[src/rtl/reset_gen_pkg.sv]
`default_nettype none
// ============================================================================
// Module      : reset_gen_pkg
// Description : Shared types and constants for the reset generator.
// Revision    : 1.0 - initial release
// ============================================================================
package reset_gen_pkg;

    typedef enum logic [1:0] {
        RESET   = 2'd0,
        HOLD    = 2'd1,
        RUN     = 2'd2,
        SW_HOLD = 2'd3
    } state_t;

    localparam logic [1:0] CAUSE_NONE = 2'b00;
    localparam logic [1:0] CAUSE_EXT  = 2'b01;
    localparam logic [1:0] CAUSE_SW   = 2'b10;

    localparam logic [7:0] SW_CNT_MAX = 8'hFF;

    function automatic logic [7:0] sat_inc(input logic [7:0] v);
        return (v == SW_CNT_MAX) ? v : v + 8'd1;
    endfunction

endpackage
`default_nettype wire

[src/rtl/reset_sync.sv]
`default_nettype none
// ============================================================================
// Module      : reset_sync
// Description : Async-assert / sync-deassert reset synchronizer chain.
// Revision    : 1.0 - initial release
// ============================================================================
module reset_sync #(
    parameter int SYNC_STAGES = 2
) (
    input  logic clk,
    input  logic rst_n,
    output logic rst_sync_n
);

    logic [SYNC_STAGES-1:0] r_sync;

    always_ff @(posedge clk or negedge rst_n) begin
        if (!rst_n) begin
            r_sync <= '0;
        end else begin
            r_sync <= {r_sync[SYNC_STAGES-2:0], 1'b1};
        end
    end

    assign rst_sync_n = r_sync[SYNC_STAGES-1];

endmodule
`default_nettype wire

[src/rtl/reset_gen.sv]
`default_nettype none
// ============================================================================
// Module      : reset_gen
// Description : Synchronizes board reset, stretches a synchronous reset,
//               handles software reset requests and reports reset cause.
// Revision    : 1.0 - initial release
// ============================================================================
module reset_gen
    import reset_gen_pkg::*;
#(
    parameter int SYNC_STAGES = 2,
    parameter int HOLD_CYCLES = 16
) (
    input  logic       clk,
    input  logic       rst_n,
    input  logic       sw_rst_req,
    output logic       rst_sync_n,
    output logic       rst_o,
    output logic       ready_o,
    output logic [1:0] rst_cause_o,
    output logic [7:0] sw_cnt_o
);

    localparam int                 c_CNT_W     = (HOLD_CYCLES > 1) ? $clog2(HOLD_CYCLES) : 1;
    localparam logic [c_CNT_W-1:0] c_HOLD_LOAD = c_CNT_W'(HOLD_CYCLES - 1);
    localparam logic [c_CNT_W-1:0] c_CNT_ONE   = c_CNT_W'(1);

    logic               w_rst_sync_n;
    state_t             r_state;
    logic [c_CNT_W-1:0] r_cnt;
    logic               r_rst;
    logic [1:0]         r_cause;
    logic [7:0]         r_sw_cnt;

    reset_sync #(
        .SYNC_STAGES (SYNC_STAGES)
    ) u_reset_sync (
        .clk        (clk),
        .rst_n      (rst_n),
        .rst_sync_n (w_rst_sync_n)
    );

    // Every branch sets r_rst to (next state != RUN) so rst_o is a clean flop output.
    always_ff @(posedge clk or negedge w_rst_sync_n) begin
        if (!w_rst_sync_n) begin
            r_state  <= RESET;
            r_cnt    <= '0;
            r_rst    <= 1'b1;
            r_cause  <= CAUSE_EXT;
            r_sw_cnt <= 8'd0;
        end else begin
            case (r_state)
                RESET: begin
                    r_state <= HOLD;
                    r_cnt   <= c_HOLD_LOAD;
                    r_rst   <= 1'b1;
                end
                HOLD, SW_HOLD: begin
                    if (r_cnt == '0) begin
                        r_state <= RUN;
                        r_rst   <= 1'b0;
                    end else begin
                        r_cnt   <= r_cnt - c_CNT_ONE;
                        r_rst   <= 1'b1;
                    end
                end
                RUN: begin
                    if (sw_rst_req) begin
                        r_state  <= SW_HOLD;
                        r_cnt    <= c_HOLD_LOAD;
                        r_rst    <= 1'b1;
                        r_cause  <= CAUSE_SW;
                        r_sw_cnt <= sat_inc(r_sw_cnt);
                    end else begin
                        r_rst    <= 1'b0;
                    end
                end
                default: begin
                    r_state <= RESET;
                    r_rst   <= 1'b1;
                end
            endcase
        end
    end

    assign rst_sync_n  = w_rst_sync_n;
    assign rst_o       = r_rst;
    assign ready_o     = ~r_rst;
    assign rst_cause_o = r_cause;
    assign sw_cnt_o    = r_sw_cnt;

endmodule
`default_nettype wire

[config.mk]
export PLATFORM = sky130hd
export DESIGN_NAME = reset_gen
export DESIGN_NICKNAME = d
export VERILOG_FILES = /design/src/rtl/reset_gen_pkg.sv /design/src/rtl/reset_sync.sv /design/src/rtl/reset_gen.sv
export SDC_FILE = /design/constraint.sdc
export NUM_CORES = 1
export LEC_CHECK = 0
export CELL_PAD_IN_SITES_DETAIL_PLACEMENT = 0
export CELL_PAD_IN_SITES_GLOBAL_PLACEMENT = 1
export CORE_MARGIN = 2
export CORE_UTILIZATION = 46
export CTS_BUF_LIST = sky130_fd_sc_hd__clkbuf_8
export DETAILED_ROUTE_END_ITERATION = 10
export MAX_ROUTING_LAYER = met4
export PLACE_DENSITY = 0.91
export SYNTH_ARGS = -nofsm -noshare
export SYNTH_HDL_FRONTEND = slang
export SYNTH_SLANG_ARGS = --single-unit
[constraint.sdc]
create_clock -name clk -period 1.9 [get_ports clk]
set_input_delay 0.19 -clock clk [delete_from_list [all_inputs] [get_ports clk]]
set_output_delay 0.19 -clock clk [all_outputs]
set_load 0.01 [all_outputs]
==> results.sh, run 1 <==
export IMPL_status="finished clean"
export IMPL_hold_violations=0
export IMPL_min_period_ns=1.55
export IMPL_drcViolationCount=0
export IMPL_clk_insertion_delay_late_ns=0.25
export IMPL_root_buffer="clkbuf_8"
export IMPL_die_w_um=48.6
export IMPL_power_density_nw_per_um2=1290
export IMPL_area_growth_pct=25.2
export IMPL_synthCells=75
export IMPL_antenna_found_initial=0
export IMPL_async_flop_share=1.00
export IMPL_cp_end_kind="register"
export IMPL_fin_tns_setup_ns=0
export IMPL_max_freq_ghz=0.645
export IMPL_port_buffers=15
export IMPL_wl_mm=1.57
export IMPL_cp_arrival_ns=1.69
export IMPL_cts_setup_buffers=0
export IMPL_drtIter0Drc=5
export IMPL_core_area_um2=1920
export IMPL_grt_pass1_vias=650
export IMPL_place_ws_ns=0.209
export IMPL_yosys_warnings=0
export IMPL_synth_top_flop_cell="dfrtp_1"
export IMPL_cap_violations=0
export IMPL_syn_nets=80
export IMPL_clk_pin_slew_ns=0.07
export IMPL_syn_area_um2=915
export IMPL_crit_required_ns=2.04
export IMPL_setup_viol=0
export IMPL_clock_path_buffers=2
export IMPL_rsz0062_at_grt="false"
export IMPL_r2r_cells=4
export IMPL_peakVddDrop_mv=0.881
export IMPL_grt_use_total=0.159
export IMPL_vias_per_cell=5.20
export IMPL_cts_tree="built"
export IMPL_period_share=0.816
export IMPL_cts_sinks=19
export IMPL_fin_skew_ns=0.00241
export IMPL_numCtsBuffers=3
export IMPL_die_area_um2=2360
export IMPL_grt_pass1_wl_mm=2.84
export IMPL_place_congestion=0.768
export IMPL_crit_type="reg -> reg"
export IMPL_ios=16
export IMPL_yosysSeqAreaShare=0.523
export IMPL_num_vias=629
export IMPL_fillers=169
export IMPL_hp_class="in -> async"
export IMPL_wl_per_cell_um=13.0
export IMPL_layout_setup_ws_ns=0.349
export IMPL_drive_above_1_share=0.181
export IMPL_firstDrtPassIters=4
export IMPL_diodes=0
export IMPL_cts_hold_buf=0
export IMPL_ys_types=38
export IMPL_grt_start_max_net_pins=18
export IMPL_cp_max_fo=4
export IMPL_htreeDepth=1
export IMPL_r2r_start="sw_cnt_o[0]"
export IMPL_syn_area_per_cell_um2=12.2
export IMPL_num_rows=16
export IMPL_cp_start_kind="register"
export IMPL_r2r_end="sw_cnt_o[1]"
export IMPL_chipHeight_um=48.6
export IMPL_gr_total_overflow=0
export IMPL_maxSlewViolCount=0
export IMPL_post_cts_resized=0
export IMPL_synth_seq_cells=19
export IMPL_ant_nets=0
export IMPL_dp_hpwl_mm=1.15
export IMPL_power_leakage_nw=0.489
export IMPL_synth_edf_count=0
export IMPL_fin_nets=100
export IMPL_reg2reg_slack_ns=0.35
export IMPL_start_util=0.476
## cell type report
| cell class | count | area (um2) | share of cell area |
|---|---|---|---|
| multi-input cells | 50 | 407 | 0.355 |
| inverters | 4 | 15.0 | 0.0131 |
| clock inverters | 1 | 5.00 | 0.00437 |
| repair buffers | 17 | 165 | 0.144 |
| well taps | 27 | 33.8 | 0.0295 |
| flip-flops and latches | 19 | 478 | 0.417 |
| clock buffers | 3 | 41.3 | 0.0361 |
## registers in the layout, indices dropped and copies added (netlist names)
| register | cells |
|---|---|
| r_state | 2 |
| sw_cnt_o | 8 |
| rst_cause_o | 2 |
| r_cnt | 4 |
| u_reset_sync.r_sync | 2 |
| rst_o | 1 |
## worst max-delay path, cell delays in order (launching register included)
cell and delay, ns:
dfrtp_1 0.42, ha_1 0.27, and3_1 0.23, a21o_4 0.23
mux2_4 0.29
## placed cells by master, fill, tap and decap left out, types with 2 or more instances in the layout
master,synthesis,final
nor2_1,3,3
a22oi_1,2,2
mux2i_1,3,3
inv_1,4,4
dfrtp_1,17,17
nand3_1,2,2
xnor2_1,2,2
clkdlybuf4s50_1,0,15
a21oi_1,3,3
or2b_1,2,2
nor4_2,2,2
nand2_1,4,4
nor3_1,2,2
dfstp_2,2,2
clkbuf_8,0,3
xor2_1,2,2
ha_1,2,2
buf_4,0,2
## report_power, final
group	internal [mW]	total (mW)	switching, mW
sequential	0.528	0.657	0.129
combinational	0.319	0.548	0.230
clock	0.146	0.276	0.130
total	0.992	1.48	0.489
## worst max-delay path by stage
stage                      from           to  slack (ns)  cells past startpoint
global placement     sw_rst_req  sw_cnt_o[7]        0.24                      4
floorplan           sw_cnt_o[0]  sw_cnt_o[1]        0.39                      4
global route           r_cnt[0]     r_cnt[1]        0.26                      5
CTS                 sw_cnt_o[0]  sw_cnt_o[1]        0.34                      4
detailed placement   sw_rst_req  sw_cnt_o[7]        0.21                      4
finish              sw_cnt_o[0]  sw_cnt_o[1]        0.35                      4
## metal layers
metal | routed length [um] | share of wire | global-route usage | vias up
li1 | - | - | - | 304
met1 | 797 | 0.51 | 0.212 | 309
met2 | 707 | 0.45 | 0.241 | 14
met3 | 49 | 0.031 | 0.0370 | 2
met4 | 16 | 0.010 | 0.0571 | 0
met5 | 0 | 0 | - | -
## metrics by stage
| step | util | std cells | hold WS [ns] | instance area (um2) | power, mW |
|---|---|---|---|---|---|
| floorplan | - | 75 | -0.106 | 915 | 0.994 |
| CTS | 0.596 | 121 | 0.0846 | 1140 | 1.50 |
| global placement | 0.572 | 117 | 0.290 | 1100 | 1.19 |
| global route | 0.596 | 121 | 0.0939 | 1140 | 1.59 |
| finish | 0.596 | 121 | 0.0859 | 1140 | 1.48 |
| detailed placement | 0.572 | 117 | 0.296 | 1100 | 1.22 |
## cell families after synthesis
kind of cell | Yosys count | share of synthesized area
buffers and inverters | 6 | 0.0328
AO/OA/AOI/OAI | 13 | 0.114
XOR/XNOR | 4 | 0.0383
adder cells (fa/ha/maj) | 2 | 0.0274
AND/OR/NAND/NOR | 24 | 0.187
other | 1 | 0.00410
multiplexers | 6 | 0.0739
flip-flops | 19 | 0.523
## Yosys cell counts, types with 2 or more instances
master   count  area, um2
nand2_1      4       15.0
nor4_2       2       25.0
nor2_1       3       11.3
ha_1         2       25.0
xor2_1       2       17.5
nor3_1       2       10.0
a22oi_1      2       15.0
dfrtp_1     17        425
inv_1        4       15.0
or2b_1       2       15.0
mux2i_1      3       30.0
xnor2_1      2       17.5
a21oi_1      3       15.0
dfstp_2      2       52.6
nand3_1      2       10.0
(Power assumes the default switching activity.)
==> run 2: changes to the inputs <==
- CORE_UTILIZATION: 46 -> 42
- PLACE_DENSITY: 0.91 -> 0.84
- clock period: 1.9 -> 1.6 ns (I/O delays scaled with it)
==> run 2 against run 1 <==
Against the previous run: combinational power rose by 41%; sequential share of layout area fell by 1.9 points; first-iteration DRC count rose by 20%; highest routed layer unchanged.
==> results.sh, run 2 (synthesis results as in run 1) <==
export IMPL_crit_chain="clkdlybuf4s50_1"
export IMPL_gr_total_overflow=0
export IMPL_min_period_ns=1.49
export IMPL_wl_per_cell_um=13.1
export IMPL_worst_path_buf_inv=1
export IMPL_fin_util=0.599
export IMPL_firstDrtPassIters=2
export IMPL_num_vias=652
export IMPL_fin_skew_ns=0.00250
export IMPL_grt_use_total=0.168
export IMPL_dp_hpwl_mm=1.19
export IMPL_fin_nets=104
export IMPL_antenna_found_initial=0
export IMPL_placed_cell_area_um2=1140
export IMPL_core_area_um2=2000
export IMPL_hold_violations=0
export IMPL_cap_violations=0
export IMPL_reg2reg_slack_ns=0.12
export IMPL_fin_tns_setup_ns=0
export IMPL_critical_path_top_delay_family="flip-flops"
export IMPL_power_density_nw_per_um2=1570
export IMPL_ios=16
export IMPL_area_growth_pct=31.1
export IMPL_grt_pass1_wl_mm=2.95
export IMPL_r2r_cells=5
export IMPL_hp_class="in -> async"
export IMPL_htreeDepth=1
export IMPL_die_area_um2=2570
export IMPL_final_common_cell="dfrtp_1"
export IMPL_clock_path_buffers=2
export IMPL_drcViolationCount=0
export IMPL_power_leakage_nw=0.512
export IMPL_place_congestion=0.726
export IMPL_period_share=0.931
export IMPL_num_rows=16
export IMPL_drtIter0Drc=6
export IMPL_start_util=0.457
export IMPL_drive_above_1_share=0.224
export IMPL_crit_type="reg -> out"
export IMPL_crit_required_ns=1.44
export IMPL_cp_start_kind="register"
export IMPL_wl_mm=1.64
export IMPL_vias_per_cell=5.22
export IMPL_peakVddDrop_mv=1.21
export IMPL_clk_insertion_delay_late_ns=0.26
export IMPL_max_stage_delay_ns=0.54
export IMPL_design_area_um2=1200
export IMPL_ant_nets=0
export IMPL_port_buffers=15
export IMPL_max_freq_ghz=0.672
export IMPL_largest_reg_flops=8
export IMPL_die_w_um=50.7
export IMPL_cts_tree="built"
export IMPL_cpMaxStageDelayCell="dfstp_2"
export IMPL_chipHeight_um=50.7
export IMPL_maxSlewViolCount=0
export IMPL_grt_pass1_vias=639
export IMPL_cp_max_fo=2
export IMPL_diodes=0
export IMPL_numCtsBuffers=3
export IMPL_rsz0062_at_grt="false"
export IMPL_r2r_start="r_cnt[0]"
export IMPL_cp_arrival_ns=1.33
export IMPL_r2r_end="r_cnt[1]"
export IMPL_cp_end_kind="output port"
export IMPL_layout_common_cells="dfrtp_1, clkdlybuf4s50_1, buf_4"
export IMPL_clk_pin_slew_ns=0.08
export IMPL_grt_start_max_net_pins=18
export IMPL_setup_viol=0
export IMPL_root_buffer="clkbuf_8"
export IMPL_cts_sinks=19
export IMPL_status="finished clean"
-- run 2: cell type report --
class	count	area [um2]
sequential	19	478
inverter	4	15.0
clock inverter	1	7.51
timing repair buffer	21	208
fill	173	803
clock buffer	3	41.3
multi-input combinational	50	415
tap	27	33.8
-- run 2: report_power, final --
part           switching [mW]  internal (mW)  total, mW
sequential              0.127          0.626      0.753
combinational           0.322          0.453      0.775
clock                   0.177          0.176      0.353
total                   0.626           1.26       1.88
-- run 2: how the worst max path moves through the flow --
stage,start,end,slack [ns],cells past startpoint
6_report,rst_o,rst_o,0.11,1
5_1_grt,r_cnt[0],r_cnt[1],0.007,5
4_1_cts,r_cnt[0],r_cnt[1],0.1,5
3_5_place_dp,sw_rst_req,sw_cnt_o[7],0.001,4
3_3_place_gp,sw_rst_req,sw_cnt_o[7],0.03,4
2_1_floorplan,sw_cnt_o[0],sw_cnt_o[1],0.09,4
-- run 2: timing repair --
item,4_1_cts,5_1_grt
gates resized for setup,0,2
hold buffers,0,0
endpoints found under the setup margin,0,1
setup buffers,0,0
-- run 2: layer usage --
| metal | part of all wire | up-vias | GRT usage |
|---|---|---|---|
| met5 | 0 | - | - |
| met1 | 0.46 | 322 | 0.188 |
| met3 | 0.040 | 5 | 0.0536 |
| li1 | - | 313 | - |
| met4 | 0.032 | 0 | 0.108 |
| met2 | 0.47 | 12 | 0.259 |
-- run 2: stage by stage --
step / setup slack, ns / hold WS, ns / std cells / power (mW)
after global placement: 0.0347 / 0.301 / 121 / 1.50
after detailed placement: 0.00122 / 0.296 / 121 / 1.52
final: 0.111 / 0.0476 / 125 / 1.88
after floorplan: 0.0891 / -0.136 / 75 / 1.18
after CTS: 0.0962 / 0.0437 / 125 / 1.88
after global routing: 0.00677 / 0.0521 / 125 / 2.03
